`config.mk`:
```
export PLATFORM = sky130hd
export DESIGN_NAME = txn_sequencer_flat
export DESIGN_NICKNAME = d
export VERILOG_FILES = /design/src/rtl/txn_sequencer_if.sv /design/src/rtl/txn_sequencer.sv /design/src/flat_wrapper.sv
export SDC_FILE = /design/constraint.sdc
export NUM_CORES = 1
export LEC_CHECK = 0
export CORE_MARGIN = 5
export CORE_UTILIZATION = 42
export CTS_BUF_LIST = sky130_fd_sc_hd__clkbuf_4
export DETAILED_ROUTE_END_ITERATION = 8
export PLACE_DENSITY = 0.77
export REMOVE_ABC_BUFFERS = 1
export SLEW_MARGIN = 20
export SYNTH_ARGS = -nofsm -noshare
export SYNTH_HDL_FRONTEND = slang
export SYNTH_SLANG_ARGS = --single-unit
```
`constraint.sdc`:
```
create_clock -name clock -period 1.3 [get_ports clock]
set_input_delay 0.26 -clock clock [delete_from_list [all_inputs] [get_ports clock]]
set_output_delay 0.26 -clock clock [all_outputs]
set_load 0.02 [all_outputs]
```
`src/rtl/txn_sequencer_if.sv`:
```
// rtl/txn_sequencer_if.sv - button/status bundle between the board and the game control FSM
interface txn_sequencer_if #(
   parameter int NUM_FIELDS = 3,
   parameter int FIELD_W    = 2
);
   logic                  abort_n;
   logic                  start_signal;
   logic                  load_signal;
   logic                  done_table_init;
   logic                  finished_init;
   logic                  finished_transaction;
   logic                  random_init;
   logic                  init_memory;
   logic                  load_memory;
   logic [NUM_FIELDS-1:0] load_field;
   logic [FIELD_W-1:0]    field_idx;
   logic                  start_transaction;
   logic                  reset_others_n;
   logic                  global_reset_n;
   logic                  txn_timeout;
   logic [3:0]            state_code;

   modport master (
      output abort_n, start_signal, load_signal, done_table_init, finished_init,
             finished_transaction,
      input  random_init, init_memory, load_memory, load_field, field_idx,
             start_transaction, reset_others_n, global_reset_n, txn_timeout, state_code
   );

   modport slave (
      input  abort_n, start_signal, load_signal, done_table_init, finished_init,
             finished_transaction,
      output random_init, init_memory, load_memory, load_field, field_idx,
             start_transaction, reset_others_n, global_reset_n, txn_timeout, state_code
   );
endinterface

```
`src/rtl/txn_sequencer.sv`:
```
// rtl/txn_sequencer.sv - coin-transfer game control FSM: init, N field loads, transaction, timed cleanup
// Optional TRANSACT watchdog is built only when TXN_TIMEOUT_EN is defined.
module txn_sequencer #(
   parameter int NUM_FIELDS = 3,
   parameter int FIELD_W    = 2,
   parameter int RST_HOLD   = 3,
   parameter int TIMEOUT    = 1023
) (
   input  logic           clock,
   input  logic           resetn,
   txn_sequencer_if.slave bus
);
   typedef enum logic [3:0] {
      S_IDLE       = 4'd0,
      S_LOAD       = 4'd1,
      S_WAIT       = 4'd2,
      S_ARMED      = 4'd3,
      S_TRANSACT   = 4'd4,
      S_CLEANUP    = 4'd5,
      S_INIT_TABLE = 4'd6,
      S_INIT_MEM   = 4'd7,
      S_STARTUP    = 4'd8
   } state_t;

   localparam int                  HOLD_W     = $clog2(RST_HOLD + 1);
   localparam logic [HOLD_W-1:0]   HOLD_LAST  = HOLD_W'(RST_HOLD - 1);
   localparam logic [HOLD_W-1:0]   HOLD_MAX   = HOLD_W'(RST_HOLD);
   localparam logic [FIELD_W-1:0]  LAST_FIELD = FIELD_W'(NUM_FIELDS - 1);

   state_t              state_q, state_d;
   logic [FIELD_W-1:0]  field_q, field_d;
   logic [HOLD_W-1:0]   hold_q, hold_d;
   logic                timeout_fire;

`ifdef TXN_TIMEOUT_EN
   localparam int                TO_W    = $clog2(TIMEOUT + 1);
   localparam logic [TO_W-1:0]   TO_LAST = TO_W'(TIMEOUT - 1);

   logic [TO_W-1:0] to_cnt_q, to_cnt_d;
   logic            timeout_q;

   // Counter sits at zero outside TRANSACT, so every entry starts a fresh count.
   always_comb begin
      to_cnt_d = '0;
      if (state_q == S_TRANSACT && to_cnt_q != TO_LAST)
         to_cnt_d = to_cnt_q + TO_W'(1);
   end

   assign timeout_fire = (state_q == S_TRANSACT) && (to_cnt_q == TO_LAST)
                         && !bus.finished_transaction;

   always_ff @(posedge clock) begin
      if (!resetn) begin
         to_cnt_q  <= '0;
         timeout_q <= 1'b0;
      end else begin
         to_cnt_q  <= to_cnt_d;
         timeout_q <= timeout_fire && bus.abort_n;
      end
   end

   assign bus.txn_timeout = timeout_q;
`else
   logic unused_timeout_cfg;
   assign unused_timeout_cfg = (TIMEOUT > 0);
   assign timeout_fire       = 1'b0;
   assign bus.txn_timeout    = 1'b0;
`endif

   always_comb begin
      state_d = state_q;
      field_d = field_q;
      hold_d  = '0;
      if (!bus.abort_n) begin
         state_d = S_CLEANUP;
         field_d = '0;
      end else begin
         case (state_q)
            S_STARTUP:    if (bus.start_signal) state_d = S_INIT_TABLE;
            S_INIT_TABLE: if (bus.done_table_init) state_d = S_INIT_MEM;
            S_INIT_MEM: begin
               if (bus.finished_init) begin
                  state_d = S_CLEANUP;
                  field_d = '0;
               end
            end
            S_IDLE: begin
               if (bus.load_signal) begin
                  state_d = S_LOAD;
                  field_d = '0;
               end
            end
            // Release of the button is the handshake that commits the field.
            S_LOAD: begin
               if (!bus.load_signal)
                  state_d = (field_q == LAST_FIELD) ? S_ARMED : S_WAIT;
            end
            S_WAIT: begin
               if (bus.load_signal) begin
                  state_d = S_LOAD;
                  field_d = field_q + FIELD_W'(1);
               end
            end
            S_ARMED:      if (bus.start_signal) state_d = S_TRANSACT;
            S_TRANSACT: begin
               if (bus.finished_transaction || timeout_fire) begin
                  state_d = S_CLEANUP;
                  field_d = '0;
               end
            end
            S_CLEANUP: begin
               if (hold_q == HOLD_LAST)
                  state_d = S_IDLE;
               else
                  hold_d = (hold_q == HOLD_MAX) ? hold_q : hold_q + HOLD_W'(1);
            end
            default:      state_d = S_STARTUP;
         endcase
      end
   end

   always_ff @(posedge clock) begin
      if (!resetn) begin
         state_q <= S_STARTUP;
         field_q <= '0;
         hold_q  <= '0;
      end else begin
         state_q <= state_d;
         field_q <= field_d;
         hold_q  <= hold_d;
      end
   end

   assign bus.random_init       = (state_q == S_INIT_TABLE);
   assign bus.init_memory       = (state_q == S_INIT_MEM);
   assign bus.load_memory       = (state_q == S_IDLE);
   assign bus.load_field        = (state_q == S_LOAD) ? (NUM_FIELDS'(1) << field_q) : '0;
   assign bus.field_idx         = field_q;
   assign bus.start_transaction = (state_q == S_TRANSACT);
   assign bus.reset_others_n    = (state_q != S_CLEANUP);
   assign bus.global_reset_n    = (state_q != S_STARTUP);
   assign bus.state_code        = state_q;
endmodule

```
`src/flat_wrapper.sv`:
```
// flat-port wrapper written by rule: the top's interface ports become plain ports
module txn_sequencer_flat 
#(
   parameter int NUM_FIELDS = 3,
   parameter int FIELD_W    = 2,
   parameter int RST_HOLD   = 3,
   parameter int TIMEOUT    = 1023
)
  (clock, resetn, bus_abort_n, bus_start_signal, bus_load_signal, bus_done_table_init, bus_finished_init, bus_finished_transaction, bus_random_init, bus_init_memory, bus_load_memory, bus_load_field, bus_field_idx, bus_start_transaction, bus_reset_others_n, bus_global_reset_n, bus_txn_timeout, bus_state_code);
  txn_sequencer_if #(.NUM_FIELDS(NUM_FIELDS), .FIELD_W(FIELD_W)) bus_i ();
  input  logic clock;
  input  logic resetn;
  input wire logic [$bits(bus_i.abort_n)-1:0] bus_abort_n;
  input wire logic [$bits(bus_i.start_signal)-1:0] bus_start_signal;
  input wire logic [$bits(bus_i.load_signal)-1:0] bus_load_signal;
  input wire logic [$bits(bus_i.done_table_init)-1:0] bus_done_table_init;
  input wire logic [$bits(bus_i.finished_init)-1:0] bus_finished_init;
  input wire logic [$bits(bus_i.finished_transaction)-1:0] bus_finished_transaction;
  output wire logic [$bits(bus_i.random_init)-1:0] bus_random_init;
  output wire logic [$bits(bus_i.init_memory)-1:0] bus_init_memory;
  output wire logic [$bits(bus_i.load_memory)-1:0] bus_load_memory;
  output wire logic [$bits(bus_i.load_field)-1:0] bus_load_field;
  output wire logic [$bits(bus_i.field_idx)-1:0] bus_field_idx;
  output wire logic [$bits(bus_i.start_transaction)-1:0] bus_start_transaction;
  output wire logic [$bits(bus_i.reset_others_n)-1:0] bus_reset_others_n;
  output wire logic [$bits(bus_i.global_reset_n)-1:0] bus_global_reset_n;
  output wire logic [$bits(bus_i.txn_timeout)-1:0] bus_txn_timeout;
  output wire logic [$bits(bus_i.state_code)-1:0] bus_state_code;
  assign bus_i.abort_n = bus_abort_n;
  assign bus_i.start_signal = bus_start_signal;
  assign bus_i.load_signal = bus_load_signal;
  assign bus_i.done_table_init = bus_done_table_init;
  assign bus_i.finished_init = bus_finished_init;
  assign bus_i.finished_transaction = bus_finished_transaction;
  assign bus_random_init = bus_i.random_init;
  assign bus_init_memory = bus_i.init_memory;
  assign bus_load_memory = bus_i.load_memory;
  assign bus_load_field = bus_i.load_field;
  assign bus_field_idx = bus_i.field_idx;
  assign bus_start_transaction = bus_i.start_transaction;
  assign bus_reset_others_n = bus_i.reset_others_n;
  assign bus_global_reset_n = bus_i.global_reset_n;
  assign bus_txn_timeout = bus_i.txn_timeout;
  assign bus_state_code = bus_i.state_code;
  txn_sequencer #(.NUM_FIELDS(NUM_FIELDS), .FIELD_W(FIELD_W), .RST_HOLD(RST_HOLD), .TIMEOUT(TIMEOUT)) u_core (.clock(clock), .resetn(resetn), .bus(bus_i));
endmodule
```
# [After elaboration in Yosys (flattened, before gate mapping)]
# Cells that the tools add are included.
[totals] regBits=8 input_bits=8 output_inout_bits=16 wordCells=66
[op_classes] n_addsub=2 eq_ne=31 shifts=1 muxes=17 bitwise_logic=3 reduce_logical=8
[op_table] operator="$mux 4" count=9
[op_table] operator="$pmux 4 s8" count=1
[op_table] operator="$ne 3x3->1 const B" count=6
[op_table] operator="$eq 4x3->1 const B" count=4
[op_table] operator="$ne 2x2->1 const B" count=8
[op_table] operator="$reduce_and 8->1" count=2
[op_table] operator="$eq 4x2->1 const B" count=2
[op_table] operator="$mux 2" count=4
[op_table] operator="$pmux 2 s4" count=1
[op_table] operator="$eq 2x2->1 const B" count=3
[op_table] operator="$ne 3x2->1 const B" count=2
[op_table] operator="$reduce_and 5->1" count=1
[op_table] operator="$add 2x1->2 const B" count=2
[op_table] operator="$eq 4x1->1 const B" count=1
[op_table] operator="$eq 4x4->1 const B" count=1
[op_table] operator="$logic_not 4->1" count=1
[op_table] operator="$ne 2x1->1 const B" count=2
[op_table] operator="$ne 4x3->1 const B" count=1
[op_table] operator="$ne 4x4->1 const B" count=1
[op_table] operator="$reduce_bool 4->1" count=1
[op_table] operator="$reduce_or 4->1" count=1
[op_table] operator="$mux 3" count=1
[op_table] operator="$not 1->1" count=3
[op_table] operator="$shl 1x2->3 const A" count=1
[op_table] operator="other kinds (3)" count=3

# [Longest topological paths before layout]
# Gate-level depths: netlist (run 1).
[depth] word_depth=5 ltp_mapped=7 depth_no_buf=7

# [Least setup slack after synthesis (run 1)]
# No wires, ideal clock.
[synth_path] kind="register -> output" from="register u_core.state_q[3], in the netlist u_core.bus.state_code[3]" to="output port bus_load_memory" t_arrival_ns=1.461 slack_ns=-0.421 path_stages_with_launch=4 n_path_buf=2 path_cell_list="dfxtp_1 buf_4 clkbuf_1 nor4_1"
[synth_via] elab_chain_cells=1
[synth_lines] item="start, declared" line="txn_sequencer.sv:30" text="state_t state_q, state_d;"
[synth_lines] item="start signal, assigned" line="txn_sequencer.sv:128" text="state_q <= state_d;"
[synth_lines] item="$logic_not 4->1" line="txn_sequencer.sv:136" text="assign bus.load_memory = (state_q == S_IDLE);"
[synth_lines] item="end, declared" line="flat_wrapper.sv:21" text="output wire logic [$bits(bus_i.load_memory)-1:0] bus_load_memory;"
# No other way between the ends.

# [Final worst setup path (run 1)]
[layout_path] from="register u_core.state_q[1], in the netlist u_core.bus.state_code[1]" to="register u_core.state_q[1], in the netlist u_core.bus.state_code[1]"
[layout_via] elab_chain_cells=4
[layout_lines] item="$eq 4x2->1 or $logic_not 4->1 (tied branches)" line="txn_sequencer.sv:78" text="case (state_q)"
[layout_lines] item="$reduce_or 2->1 (no line)"
[layout_lines] item="$ne 2x1->1 (no line)"
[layout_lines] item="$reduce_and 8->1 (no line)"
# Parallel ways exist; a longest one is shown, timed or not.
# A chain may end at the register's enable or synchronous reset.

==> results of run 1 <==
-- through the flow --
stage                     setup slack [ps]  instance area, um2  TNS [ps]
final                                 -445                1420     -3550
after global routing                  -503                1420     -4480
after CTS                             -241                1250     -2390
after detailed placement              -435                1110     -5720
after global placement                -367                1110     -5210
after floorplan                       -418                 676     -4280
-- area by class of cell --
| cell class | count | share of cell area, % |
|---|---|---|
| Multi-Input combinational cell | 70 | 44.4 |
| Timing Repair Buffer | 65 | 39.2 |
| Sequential cell | 8 | 12.0 |
| Clock buffer | 3 | 1.59 |
| Tap cell | 17 | 1.50 |
| Inverter | 5 | 1.32 |
-- layout by cell type, fill, tap and decap left out, drive strengths merged, types with 3 or more instances in the layout --
cell type / netlist / layout
buf: 7 / 56
nor2: 12 / 12
dfxtp: 8 / 8
clkdlybuf4s50: 0 / 7
nand2: 6 / 6
inv: 5 / 5
ha: 5 / 5
and3: 4 / 4
mux2i: 4 / 4
clkbuf: 1 / 4
and4: 3 / 3
a21oi: 3 / 3
nor3: 3 / 3
-- worst max-delay path: cells and delay by family, from the launching register on --
family | cells | cell delay, ps
AOI/OAI and AO/OA | 3 | 630
buffers and inverters | 3 | 420
DFF | 1 | 340
and+or+nand+nor | 2 | 220
-- flip-flops by register name, summed over array words and instances (netlist names) --
signal and flops:
u_core.bus.state_code 4, u_core.hold_q 2, u_core.bus.field_idx 2
-- what timing repair did --
| action | 4_1_cts | 5_1_grt |
|---|---|---|
| resized for setup | 103 | 21 |
| pin swaps | 14 | 16 |
| cloned | 0 | 1 |
| endpoints found under the setup margin | 23 | 19 |
| setup buffers | 3 | 14 |
-- cells by family after synthesis --
group	Yosys count	share of synthesized area [%]
simple gates	45	36.3
other cells	1	0.511
compound gates	14	15.7
fa+ha+maj	5	8.52
mux	4	5.45
xor+xnor	1	1.19
buf+inv	13	10.6
flops	8	21.8
-- worst max path at each step --
stage	startpoint	to	slack, ps	cells after the start
floorplan	u_core.bus.state_code[0]	u_core.hold_q[0]	-420	4
global placement	bus_done_table_init	u_core.bus.state_code[2]	-370	6
detailed placement	bus_done_table_init	u_core.bus.state_code[2]	-440	6
CTS	u_core.bus.state_code[1]	u_core.bus.state_code[2]	-240	7
global route	u_core.bus.state_code[1]	u_core.bus.state_code[1]	-500	8
finish	u_core.bus.state_code[1]	u_core.bus.state_code[1]	-450	8
-- power by group through the flow --
| stage | logic [uW] | clock network [uW] | registers (uW) |
|---|---|---|---|
| floorplan | 153 | 0 | 320 |
| global placement | 395 | 0 | 276 |
| detailed placement | 405 | 0 | 276 |
| CTS | 443 | 206 | 281 |
| global route | 627 | 221 | 279 |
| finish | 597 | 202 | 277 |
-- layer usage --
metal	part of all wire (%)	global-route usage, %	up-vias
li1	-	-	444
met1	38	17.7	494
met2	54	39.4	42
met3	3.9	3.15	17
met4	4.3	12.2	0
met5	0	0	-
-- cell usage after synthesis --
cell      count  area [um2]
a211oi_2      1        12.5
a21o_1        1        7.51
a21oi_1       2        10.0
a21oi_2       1        8.76
a311oi_1      1        8.76
a31o_2        1        8.76
a31oi_1       2        12.5
a32oi_1       1        8.76
and2_4        1        8.76
and2b_1       1        7.51
and3_1        4        25.0
and3b_1       2        17.5
and4_1        3        26.3
and4bb_1      1        12.5
buf_2         2        10.0
buf_4         3        22.5
buf_6         2        22.5
clkbuf_1      1        3.75
conb_1        1        3.75
dfxtp_1       8         160
ha_1          5        62.6
inv_1         5        18.8
mux2i_1       4        40.0
nand2_1       6        22.5
nand2b_1      1        6.26
nand3_1       2        10.0
nand3b_1      2        15.0
nand4_1       1        6.26
nor2_1       12        45.0
nor3_1        3        15.0
nor3b_1       2        15.0
nor4_1        2        12.5
nor4b_2       1        15.0
o211ai_2      1        12.5
o21ai_2       2        17.5
o21bai_1      1        7.51
or3_1         1        6.26
xor2_1        1        8.76
==> metrics, run 1 <==
first drt pass iteration count=4; Reg2Reg Depth=8; final WL=roughly 3400 um; Psw=approximately 400 uW; GRT Residual Overflow=0; hold_buf cts=0; share of cells above drive strength 1=64.9%; global-route wire length before repair=between 3000 and 4000 um; synthesized area=about 730 um2; vias in the first global route=926; post-route ant nets=0; IO buf count=22; crit path launch type=flip-flop; final std cells w/o fill=168; Critical Path End Type=flip-flop; Final #Nets=166; flop2flop setup slack=-450 ps; Synth Area per Inst=between 8 and 9 um2; outcome=finished, violations left; endpoints failing hold=0; Gate power share=a little under three fifths; share of total power in sequential cells=25.8%; pwr dens=759 nW/um2; Int Power=672 uW; initial core utilization=43.5%; Die Footprint=2680 um2; synthesis warning total=0; post-placement cell count=148; RR Endpoint=u_core.bus.state_code[1]; min Tclk post-route=1750 ps; Peak VDD IR=0.000605 V; vias per std cell=5.93; Hold WS=577 ps; die extent in x=51.8 um; Final Util=83.9%; Clock Power Share=between 10% and 20%; post-synthesis register bit count=8; detailed router's first-iteration violation count=30; CTS buffer count=3; Core Rows=15; worst flop-to-flop path startpoint=u_core.bus.state_code[1]; register area=170 um2; CTS tree=yes; CP peak stage delay=340 ps; # setup viols final=17; Worst EP required=1430 ps; most frequent CP cell=buf_6; slowest cell on the critical path=dfxtp_2; Slew Viols, Final=0; crit share post-route=134%; sequential area share after synthesis=21.8%; Arr. time, crit path=between 1500 and 2000 ps; TritonCTS Sinks=8; clock root buffer=clkbuf_4; worst min path class=flip-flop to flip-flop; Hold Startpoint=u_core.bus.field_idx[0]; Placer Congestion=about 0.92; Vias=997; Tot Pwr=1080 uW; clock transition at the registers of the reported paths=60 ps; IO Count=24; DRC Markers=0; Max Fclk=573 MHz; routed len/inst=roughly 20 um; Max Cap Viol=0; fillers=96; antenna violations before repair=0; clk buf depth=2; RSZ-0062 raised after global routing=true; CP Max Fanout=4; library cells used by synthesis=38; final worst slack=-445 ps; CTS H-tree depth=1; Pleak=0.000648 uW; die span in y=51.8 um; Sw Share=37.5%; dpl hpwl=1770 um; GRT Total Usage=19.6%; CP Class=flip-flop to flip-flop; failing checks=negative setup slack; worst skew pair latency=260 ps; antenna cells=0; crit-path cells=buf_6 -> buf_6 -> and4bb_1 -> a211oi_2 -> buf_4 -> nor2_2 -> a32oi_1 -> a21oi_1; pin count of the biggest net entering global routing=12; Syn Inst Count=91; Clock Skews=4.67 ps; core area=~1700 um2; footprint of the multi-input gates=629 um2; hold path depth=2; Hold EP=u_core.bus.field_idx[0]; Area Growth Syn to Fin=93.0%
Power figures use the tool's default switching activity.
==> run 2: changes to the inputs <==
--- a/config.mk
+++ b/config.mk
@@ -6,10 +6,11 @@
 export NUM_CORES = 1
 export LEC_CHECK = 0
 export CORE_MARGIN = 5
-export CORE_UTILIZATION = 42
+export CORE_UTILIZATION = 47
 export CTS_BUF_LIST = sky130_fd_sc_hd__clkbuf_4
 export DETAILED_ROUTE_END_ITERATION = 8
-export PLACE_DENSITY = 0.77
+export PLACE_DENSITY = 0.82
+export RECOVER_POWER = 50
 export REMOVE_ABC_BUFFERS = 1
 export SLEW_MARGIN = 20
 export SYNTH_ARGS = -nofsm -noshare
==> constraint.sdc (replaced) <==
create_clock -name clock -period 1.68 [get_ports clock]
set_input_delay 0.336 -clock clock [delete_from_list [all_inputs] [get_ports clock]]
set_output_delay 0.336 -clock clock [all_outputs]
set_load 0.02 [all_outputs]
==> metrics, run 2 (synthesis results as in run 1) <==
crit path buf inv count=2; Pleak=0.000529 uW; antenna violations before repair=0; Worst EP required=1810 ps; Die Footprint=~2500 um2; CP Max Fanout=7; GRT Total Usage=a little under a fifth; Hold EP=u_core.bus.field_idx[1]; outcome=finished, violations left; routed len/inst=14.9 um; worst flop-to-flop path startpoint=u_core.bus.state_code[0]; Design Area, Final=between 1000 and 1500 um2; delay-heaviest family, CP=compound AO/OA/AOI/OAI gates; # setup viols final=1; Arr. time, crit path=1820 ps; post-placement cell count=142; vias in the first global route=844; TritonCTS Sinks=8; CTS H-tree depth=1; DP Area=roughly 1100 um2; Critical Path End Type=flip-flop; Area Growth Syn to Fin=53.5%; clock transition at the registers of the reported paths=60 ps; Reg2Reg Depth=7; pin count of the biggest net entering global routing=11; detailed router's first-iteration violation count=23; CTS buffer count=3; IO Count=24; most frequent cells in the layout=buf_4, nor2_1, clkdlybuf4s50_1, nand2_1; Tot Pwr=689 uW; Max Cap Viol=0; Max Fclk=595 MHz; min Tclk post-route=approximately 1700 ps; vias per std cell=5.80; global-route wire length before repair=around 3600 um; die span in y=49.5 um; worst skew pair latency=250 ps; hold path depth=2; max reg flops=4; die extent in x=between 40 and 50 um; flop2flop setup slack=-2 ps; post-route ant nets=0; RR Endpoint=u_core.bus.state_code[2]; antenna cells=0; final worst slack=-2.07 ps; hold_buf cts=0; clock root buffer=clkbuf_4; Clock Skews=5.56 ps; clk buf depth=2; share of cells above drive strength 1=between 40% and 50%; Core Rows=14; initial core utilization=between 40% and 50%; final std cells w/o fill=147; final WL=2180 um; endpoints failing hold=0; pwr dens=611 nW/um2; slowest cell on the critical path=dfxtp_2; commonest non-fill, non-tap cell in the layout=buf_4; Peak VDD IR=about 0.00047 V; failing checks=negative setup slack; CP peak stage delay=340 ps; first drt pass iteration count=4; CP Class=flip-flop to flip-flop; core area=1490 um2; Final #Nets=146; crit-path cells=buf_6 -> buf_8 -> and4bb_1 -> a211oi_2 -> o211ai_2 -> nor4b_2 -> a311oi_1; RSZ-0062 raised after global routing=true; Hold Startpoint=u_core.bus.field_idx[1]; Vias=852; crit share post-route=100%; GRT Residual Overflow=0; Slew Viols, Final=0; crit path launch type=flip-flop; DP Worst Slack=-143 ps; dpl hpwl=1690 um; Placer Congestion=0.872; DRC Markers=0; CTS tree=yes; worst min path class=flip-flop to flip-flop; IO buf count=22
[run 2: report_power, final]
group          internal (uW)  switching [uW]  total, uW
clock network           81.8            65.7        147
logic                    161             165        326
registers                201            13.9        215
total                    444             245        689
[run 2: worst max-delay path by stage]
stage	endpoint	from	cells past startpoint	slack (ps)
after floorplan	bus_start_transaction	u_core.bus.state_code[2]	2	-90
after global placement	u_core.bus.state_code[1]	bus_load_signal	7	-70
after detailed placement	u_core.bus.state_code[2]	bus_done_table_init	6	-140
after CTS	u_core.bus.state_code[2]	u_core.bus.state_code[0]	7	10
after global routing	u_core.bus.state_code[2]	u_core.bus.state_code[1]	7	-70
final	u_core.bus.state_code[2]	u_core.bus.state_code[0]	7	-2
[run 2: cell type report]
| cell class | instances | area, um2 |
|---|---|---|
| multi-input cells | 70 | 528 |
| repair buffers | 45 | 372 |
| fillers | 108 | 362 |
| flip-flops and latches | 8 | 166 |
| clock buffers | 3 | 22.5 |
| well taps | 16 | 20.0 |
| inverters | 5 | 18.8 |
[run 2: metal layers]
metal  vias to the layer above  wire [um]  global-route usage (%)
li1                        403          -                       -
met1                       399        894                    20.0
met2                        46       1100                    31.8
met3                         4        162                    6.33
met4                         0         30                    6.99
met5                         -          0                       0
[run 2: timing repair]
item                       in CTS  in global routing
setup endpoints to repair      13                 14
gates resized for setup        34                 17
pin swaps                       0                  6
buffers inserted                0                  2
hold endpoints to repair        0                  0
[run 2: worst min-delay path, cell delays in order (launching register included)]
cell and delay, ps:
dfxtp_2 350, mux2i_1 70, nor2_1 80
[run 2: stage by stage]
stage | utilization [%] | hold slack (ps) | TNS, ps
after detailed placement | 72.1 | 529 | -595
after CTS | 74.7 | 543 | 0
final | 75.7 | 533 | -2.07
after floorplan | - | 437 | -163
after global placement | 72.1 | 502 | -324
after global routing | 75.7 | 571 | -90.8
